===== config.mk =====
export PLATFORM = sky130hd
export DESIGN_NAME = rs_arbiter
export DESIGN_NICKNAME = d
export VERILOG_FILES = /design/src/rtl/rs_arbiter.sv
export SDC_FILE = /design/constraint.sdc
export NUM_CORES = 1
export LEC_CHECK = 0
export CELL_PAD_IN_SITES_DETAIL_PLACEMENT = 0
export CELL_PAD_IN_SITES_GLOBAL_PLACEMENT = 1
export CORE_MARGIN = 2
export CORE_UTILIZATION = 25
export CTS_BUF_LIST = sky130_fd_sc_hd__clkbuf_4 sky130_fd_sc_hd__clkbuf_8
export DETAILED_ROUTE_END_ITERATION = 8
export HOLD_SLACK_MARGIN = 0.08
export PLACE_DENSITY_LB_ADDON = 0.05
export SLEW_MARGIN = 10
export SYNTH_ARGS = -nofsm -noshare
export SYNTH_HDL_FRONTEND = slang
export SYNTH_SLANG_ARGS = --single-unit

===== constraint.sdc =====
create_clock -name clk -period 2.9 [get_ports clk]
set_clock_uncertainty 0.2 [all_clocks]
set_input_delay 0.58 -clock clk [delete_from_list [all_inputs] [get_ports clk]]
set_output_delay 0.58 -clock clk [all_outputs]
set_load 0.01 [all_outputs]

===== src/rtl/rs_arbiter.sv =====
// Arbitrates NUM_REQ requesters onto one shared combinational root-square unit.
// Define RS_ARB_FIXED_PRIO_EN for fixed priority (lowest index wins) instead of round-robin.
module rs_arbiter #(
  parameter int NUM_REQ       = 4,
  parameter int ID_W          = 2,
  parameter int SETTLE_CYCLES = 2
) (
  input  logic                 clk,
  input  logic                 rst,
  input  logic [NUM_REQ-1:0]   req_valid,
  input  logic [32*NUM_REQ-1:0] req_a,
  input  logic [3*NUM_REQ-1:0] req_sel,
  output logic [NUM_REQ-1:0]   req_ready,
  output logic [31:0]          rs_a,
  output logic [2:0]           rs_sel,
  input  logic [31:0]          rs_s,
  output logic                 rsp_valid,
  input  logic                 rsp_ready,
  output logic [31:0]          rsp_s,
  output logic [ID_W-1:0]      rsp_id,
  output logic                 busy
);

  localparam logic [1:0] S_IDLE = 2'd0;
  localparam logic [1:0] S_EVAL = 2'd1;
  localparam logic [1:0] S_RESP = 2'd2;
  localparam logic [3:0] CNT_INIT = 4'(SETTLE_CYCLES - 1);

  logic [1:0]      r_state;
  logic [3:0]      r_cnt;
  logic [31:0]     r_rs_a;
  logic [2:0]      r_rs_sel;
  logic            r_rsp_valid;
  logic [31:0]     r_rsp_s;
  logic [ID_W-1:0] r_rsp_id;

  logic            w_any;
  logic [ID_W-1:0] w_gnt;
  logic            w_hs;
  logic [31:0]     w_a;
  logic [2:0]      w_sel;

`ifdef RS_ARB_FIXED_PRIO_EN
  always_comb begin
    w_any = 1'b0;
    w_gnt = '0;
    for (int i = NUM_REQ - 1; i >= 0; i--) begin
      if (req_valid[i]) begin
        w_any = 1'b1;
        w_gnt = ID_W'(i);
      end
    end
  end
`else
  logic [ID_W-1:0] r_rr_ptr;
  logic [ID_W-1:0] w_nxt_ptr;
  logic [ID_W-1:0] w_idx;
  int              w_sum;

  // Search starts at the pointer and wraps; the sum never exceeds 2*NUM_REQ-2.
  always_comb begin
    w_any = 1'b0;
    w_gnt = '0;
    w_sum = 0;
    w_idx = '0;
    for (int k = 0; k < NUM_REQ; k++) begin
      w_sum = int'(r_rr_ptr) + k;
      w_idx = (w_sum >= NUM_REQ) ? ID_W'(w_sum - NUM_REQ) : ID_W'(w_sum);
      if (!w_any && req_valid[w_idx]) begin
        w_any = 1'b1;
        w_gnt = w_idx;
      end
    end
  end

  assign w_nxt_ptr = (w_gnt == ID_W'(NUM_REQ - 1)) ? '0 : w_gnt + 1'b1;
`endif

  assign w_hs      = (r_state == S_IDLE) && !rst && w_any;
  assign req_ready = w_hs ? (NUM_REQ'(1) << w_gnt) : '0;

  always_comb begin
    w_a   = '0;
    w_sel = '0;
    for (int i = 0; i < NUM_REQ; i++) begin
      if (w_gnt == ID_W'(i)) begin
        w_a   = req_a[32*i +: 32];
        w_sel = req_sel[3*i +: 3];
      end
    end
  end

  always_ff @(posedge clk) begin
    if (rst) begin
      r_state     <= S_IDLE;
      r_cnt       <= '0;
      r_rs_a      <= '0;
      r_rs_sel    <= '0;
      r_rsp_valid <= 1'b0;
      r_rsp_s     <= '0;
      r_rsp_id    <= '0;
`ifndef RS_ARB_FIXED_PRIO_EN
      r_rr_ptr    <= '0;
`endif
    end else begin
      case (r_state)
        S_IDLE: begin
          if (w_hs) begin
            r_rs_a   <= w_a;
            r_rs_sel <= w_sel;
            r_rsp_id <= w_gnt;
            r_cnt    <= CNT_INIT;
            r_state  <= S_EVAL;
`ifndef RS_ARB_FIXED_PRIO_EN
            r_rr_ptr <= w_nxt_ptr;
`endif
          end
        end
        // rs_a/rs_sel stay put while the external unit settles.
        S_EVAL: begin
          if (r_cnt != 4'd0) begin
            r_cnt <= r_cnt - 4'd1;
          end else begin
            r_rsp_s     <= rs_s;
            r_rsp_valid <= 1'b1;
            r_state     <= S_RESP;
          end
        end
        S_RESP: begin
          if (rsp_ready) begin
            r_rsp_valid <= 1'b0;
            r_state     <= S_IDLE;
          end
        end
        default: r_state <= S_IDLE;
      endcase
    end
  end

  assign rs_a      = r_rs_a;
  assign rs_sel    = r_rs_sel;
  assign rsp_valid = r_rsp_valid;
  assign rsp_s     = r_rsp_s;
  assign rsp_id    = r_rsp_id;
  assign busy      = (r_state != S_IDLE);

endmodule

==> results of run 1 <==
[worst paths after layout]
kind                     start      endpoint  slack (ns)  cells past startpoint
setup reg to reg   r_rr_ptr[1]     rs_sel[1]        0.23                     10
hold / removal       rsp_s[21]     rsp_s[21]        0.26                      2
hold reg to reg      rsp_s[21]     rsp_s[21]        0.26                      2
setup / recovery  req_valid[3]  req_ready[3]        0.06                      9
[power by group]
group	leakage, nW	internal, mW	switching (mW)
clock network	0.0965	0.414	0.454
logic	1.91	1.01	1.04
registers	0.642	1.27	0.115
[per-layer routing]
layer / track usage (%) / share of wire [%] / up-vias
li1: - / - / 2448
met3: 7.37 / 9.9 / 21
met1: 20.6 / 40 / 2183
met5: 0 / 0 / -
met2: 31.1 / 48 / 169
met4: 6.51 / 2.1 / 0
[worst reg2reg max path, cell delays in order, from the launching register on]
cell and delay, ns:
dfxtp_2 0.38, mux2i_1 0.21, nor2_1 0.08, nor4_1 0.25, buf_4 0.17, buf_4 0.12, ha_2 0.19, buf_8 0.35
a21oi_1 0.10, a221oi_1 0.39, nor3_1 0.09
[synth_stat cells, drive strengths merged, types with 2 or more instances]
| cell | instances |
|---|---|
| clkbuf | 41 |
| nor4 | 3 |
| or4 | 2 |
| o21ai | 35 |
| nand3 | 2 |
| buf | 11 |
| and2 | 5 |
| nor3 | 36 |
| nand2 | 108 |
| ha | 5 |
| o31ai | 2 |
| a21oi | 112 |
| dfxtp | 78 |
| inv | 40 |
| a221oi | 35 |
| nor2 | 43 |
| or2 | 2 |
| nand2b | 4 |
[kinds of logic (layout without fill, tap and decap cells)]
group,after synthesis,in the layout
compound gates,190,190
fa+ha+maj,5,5
buf+inv,92,330
flops,78,78
mux,1,1
other cells,0,1
simple gates,210,210
[cell type report]
class	instances	area (sq um)
antenna	1	2.50
inverter	40	150
fill	1614	8760
clock inverter	6	71.3
tap	216	270
multi-input combinational	406	2140
timing repair buffer	274	2690
sequential	78	1560
clock buffer	10	131
[stage by stage]
| step | worst slack [ns] | instances |
|---|---|---|
| after floorplan | 0.0542 | 576 |
| after global placement | -0.765 | 1013 |
| after detailed placement | -0.788 | 1013 |
| after CTS | 0.0207 | 1029 |
| after global routing | -0.00728 | 1030 |
| final | 0.0608 | 1031 |
[sequential cells by signal, indices dropped and copies added (netlist names)]
name and count:
rsp_valid 1, rsp_id 2, r_rr_ptr 2, r_state 2, rs_a 32, rsp_s 32
rs_sel 3, r_cnt 4
[what timing repair did]
item / CTS / global route
pin swaps: 1 / 1
endpoints found under the setup margin: 39 / 22
buffers inserted: 0 / 1
resized for setup: 28 / 11
==> results.yml, run 1 <==
grt:
  grt_usage_pct: 18.2
  grt_overflow: 0
  grt_first_pass_wirelength_mm: 24.0
  grt_max_degree: 81
  grt_pass1_vias: 4673
  antenna_found_initial: 1
timing:
  slew_headroom_pct: 40.5
  setup_violations: 0
  tightestPinTransition_ns: 0.892
  period_share_pct: 97.9
  hold_ws_ns: 0.257
  tns_ns: 0
  post-route-min-period_ns: 2.84
  hold_violations: 0
  fmax_mhz: 352
  finalMaxSlewViolations: 0
yosys:
  ys_top_cells_by_area: "dfxtp_1 (39%), a21oi_1 (14%), nand2_1 (10%)"
  synth_simple_gate_area_share_pct: 22.8
  async_flop_share_pct: 0
  synth_nets: 760
  synthAdderAreaFrac_pct: 1.56
  synthXorXnorAreaFrac_pct: 0
  synth_area_sq_mm: 0.00402
  avgSynthCellArea_sq_um: 6.98
  syn_inst: 576
  synth.largest_area_cell: "dfxtp_1"
  ys_seq_elements: 78
  synth_ff_type: "dfxtp_1"
  synth_top_area_share_pct: 38.9
  synth_edf_count: 0
  muxShareOfSynthArea_pct: 0.249
  synth_compound_area_share_pct: 27.5
  synth_cell_type_count: 38
  yosysSeqAreaShare_pct: 38.9
  synth_top_family_by_area: "compound AO/OA/AOI/OAI gates"
  yosysWarningCount: 0
setup_path:
  critPathMaxStageDelay_ns: 0.26
  crit_type: "input pin to output pin"
  path_cells: "dlygate4sd2_1 > buf_4 > nor4_2 > nor4_1 > buf_4 > buf_4 > ha_2 > and2_4 > buf_6"
  worstSetupEndpointType: "output pin"
  cp_common_cell: "buf_4"
  cpMaxStageDelayCell: "nor4_2"
  path_delay_family: "buffers and inverters"
  worstPathRequired_ns: 2.12
  path_max_fanout: 3
  cp-start-kind: "input pin"
  cp.arrival_ns: 2.06
  crit_buf_inv: 5
floorplan:
  fp.dieW_um: 131
  rows: 46
  design.core.area_sq_mm: 0.0158
  die_h_um: 131
  io_pins: 254
  initial_core_util_pct: 25.5
  dieArea_sq_mm: 0.0171
cells_and_area:
  final_common_cell: "clkdlybuf4s50_1"
  final_util_pct: 44.5
  postLayoutCellArea_sq_mm: 0.00701
  final_cell_mix: "clkdlybuf4s50_1 (244), a21oi_1 (110), nand2_1 (108)"
  fin_nets: 993
  syn2layout_area_growth_pct: 74.4
  final_layout_size_suffix_gt1_share_pct: 7.37
run:
  max_cap_violations: 0
clock_network:
  clk_pin_slew_ns: 0.08
  htreeDepth: 3
  cts_root_buffer: "clkbuf_8"
  cts_sinks: 78
  clockBufferDepth: 2
  numCtsBuffers: 9
  insertion_delay_ns: 0.36
  cts_hold_buf: 0
  cts_tree: "done"
drt:
  post_drt_via_cell_ratio: 4.68
  route.detailed.drc: 0
  dr.pass1.iters: 4
  drt-initial-drc-count: 165
  dr_total_vias: 4821
  detail-route-antenna-nets: 0
  routed_wl_mm: 16.0
  detail_route.wl_per_cell_um: 15.6
power:
  ir_drop_uv: 297
  p_leak_nw: 2.65
  cellPowerDensity_mw_per_mm2: 614
  p_total_mw: 4.31
placed_design:
  placed_cell_area_sq_mm: 0.00677
  hpwlAfterDp_mm: 11.3
  place_congestion: 0.803
  io_buffers: 253
run_status:
  status: "completed"
hold_path:
  min_path_type: "flop to flop"
Note: power is estimated with default switching activity, not from simulation.
==> run 2: changes to the inputs <==
--- a/config.mk
+++ b/config.mk
@@ -11,7 +11,6 @@
 export CORE_UTILIZATION = 25
 export CTS_BUF_LIST = sky130_fd_sc_hd__clkbuf_4 sky130_fd_sc_hd__clkbuf_8
 export DETAILED_ROUTE_END_ITERATION = 8
-export HOLD_SLACK_MARGIN = 0.08
 export PLACE_DENSITY_LB_ADDON = 0.05
 export SLEW_MARGIN = 10
 export SYNTH_ARGS = -nofsm -noshare
==> results of run 2 <==
No change in the layout: final DEF, timing and power equal those of run 1.
==> run 3: changes to the inputs <==
--- a/config.mk
+++ b/config.mk
@@ -10,6 +10,7 @@
 export CORE_MARGIN = 2
 export CORE_UTILIZATION = 25
 export CTS_BUF_LIST = sky130_fd_sc_hd__clkbuf_4 sky130_fd_sc_hd__clkbuf_8
+export CTS_CLUSTER_DIAMETER = 200
 export DETAILED_ROUTE_END_ITERATION = 8
 export PLACE_DENSITY_LB_ADDON = 0.05
 export SLEW_MARGIN = 10
==> results of run 3 <==
No change in the layout: final DEF, timing and power equal those of run 1.
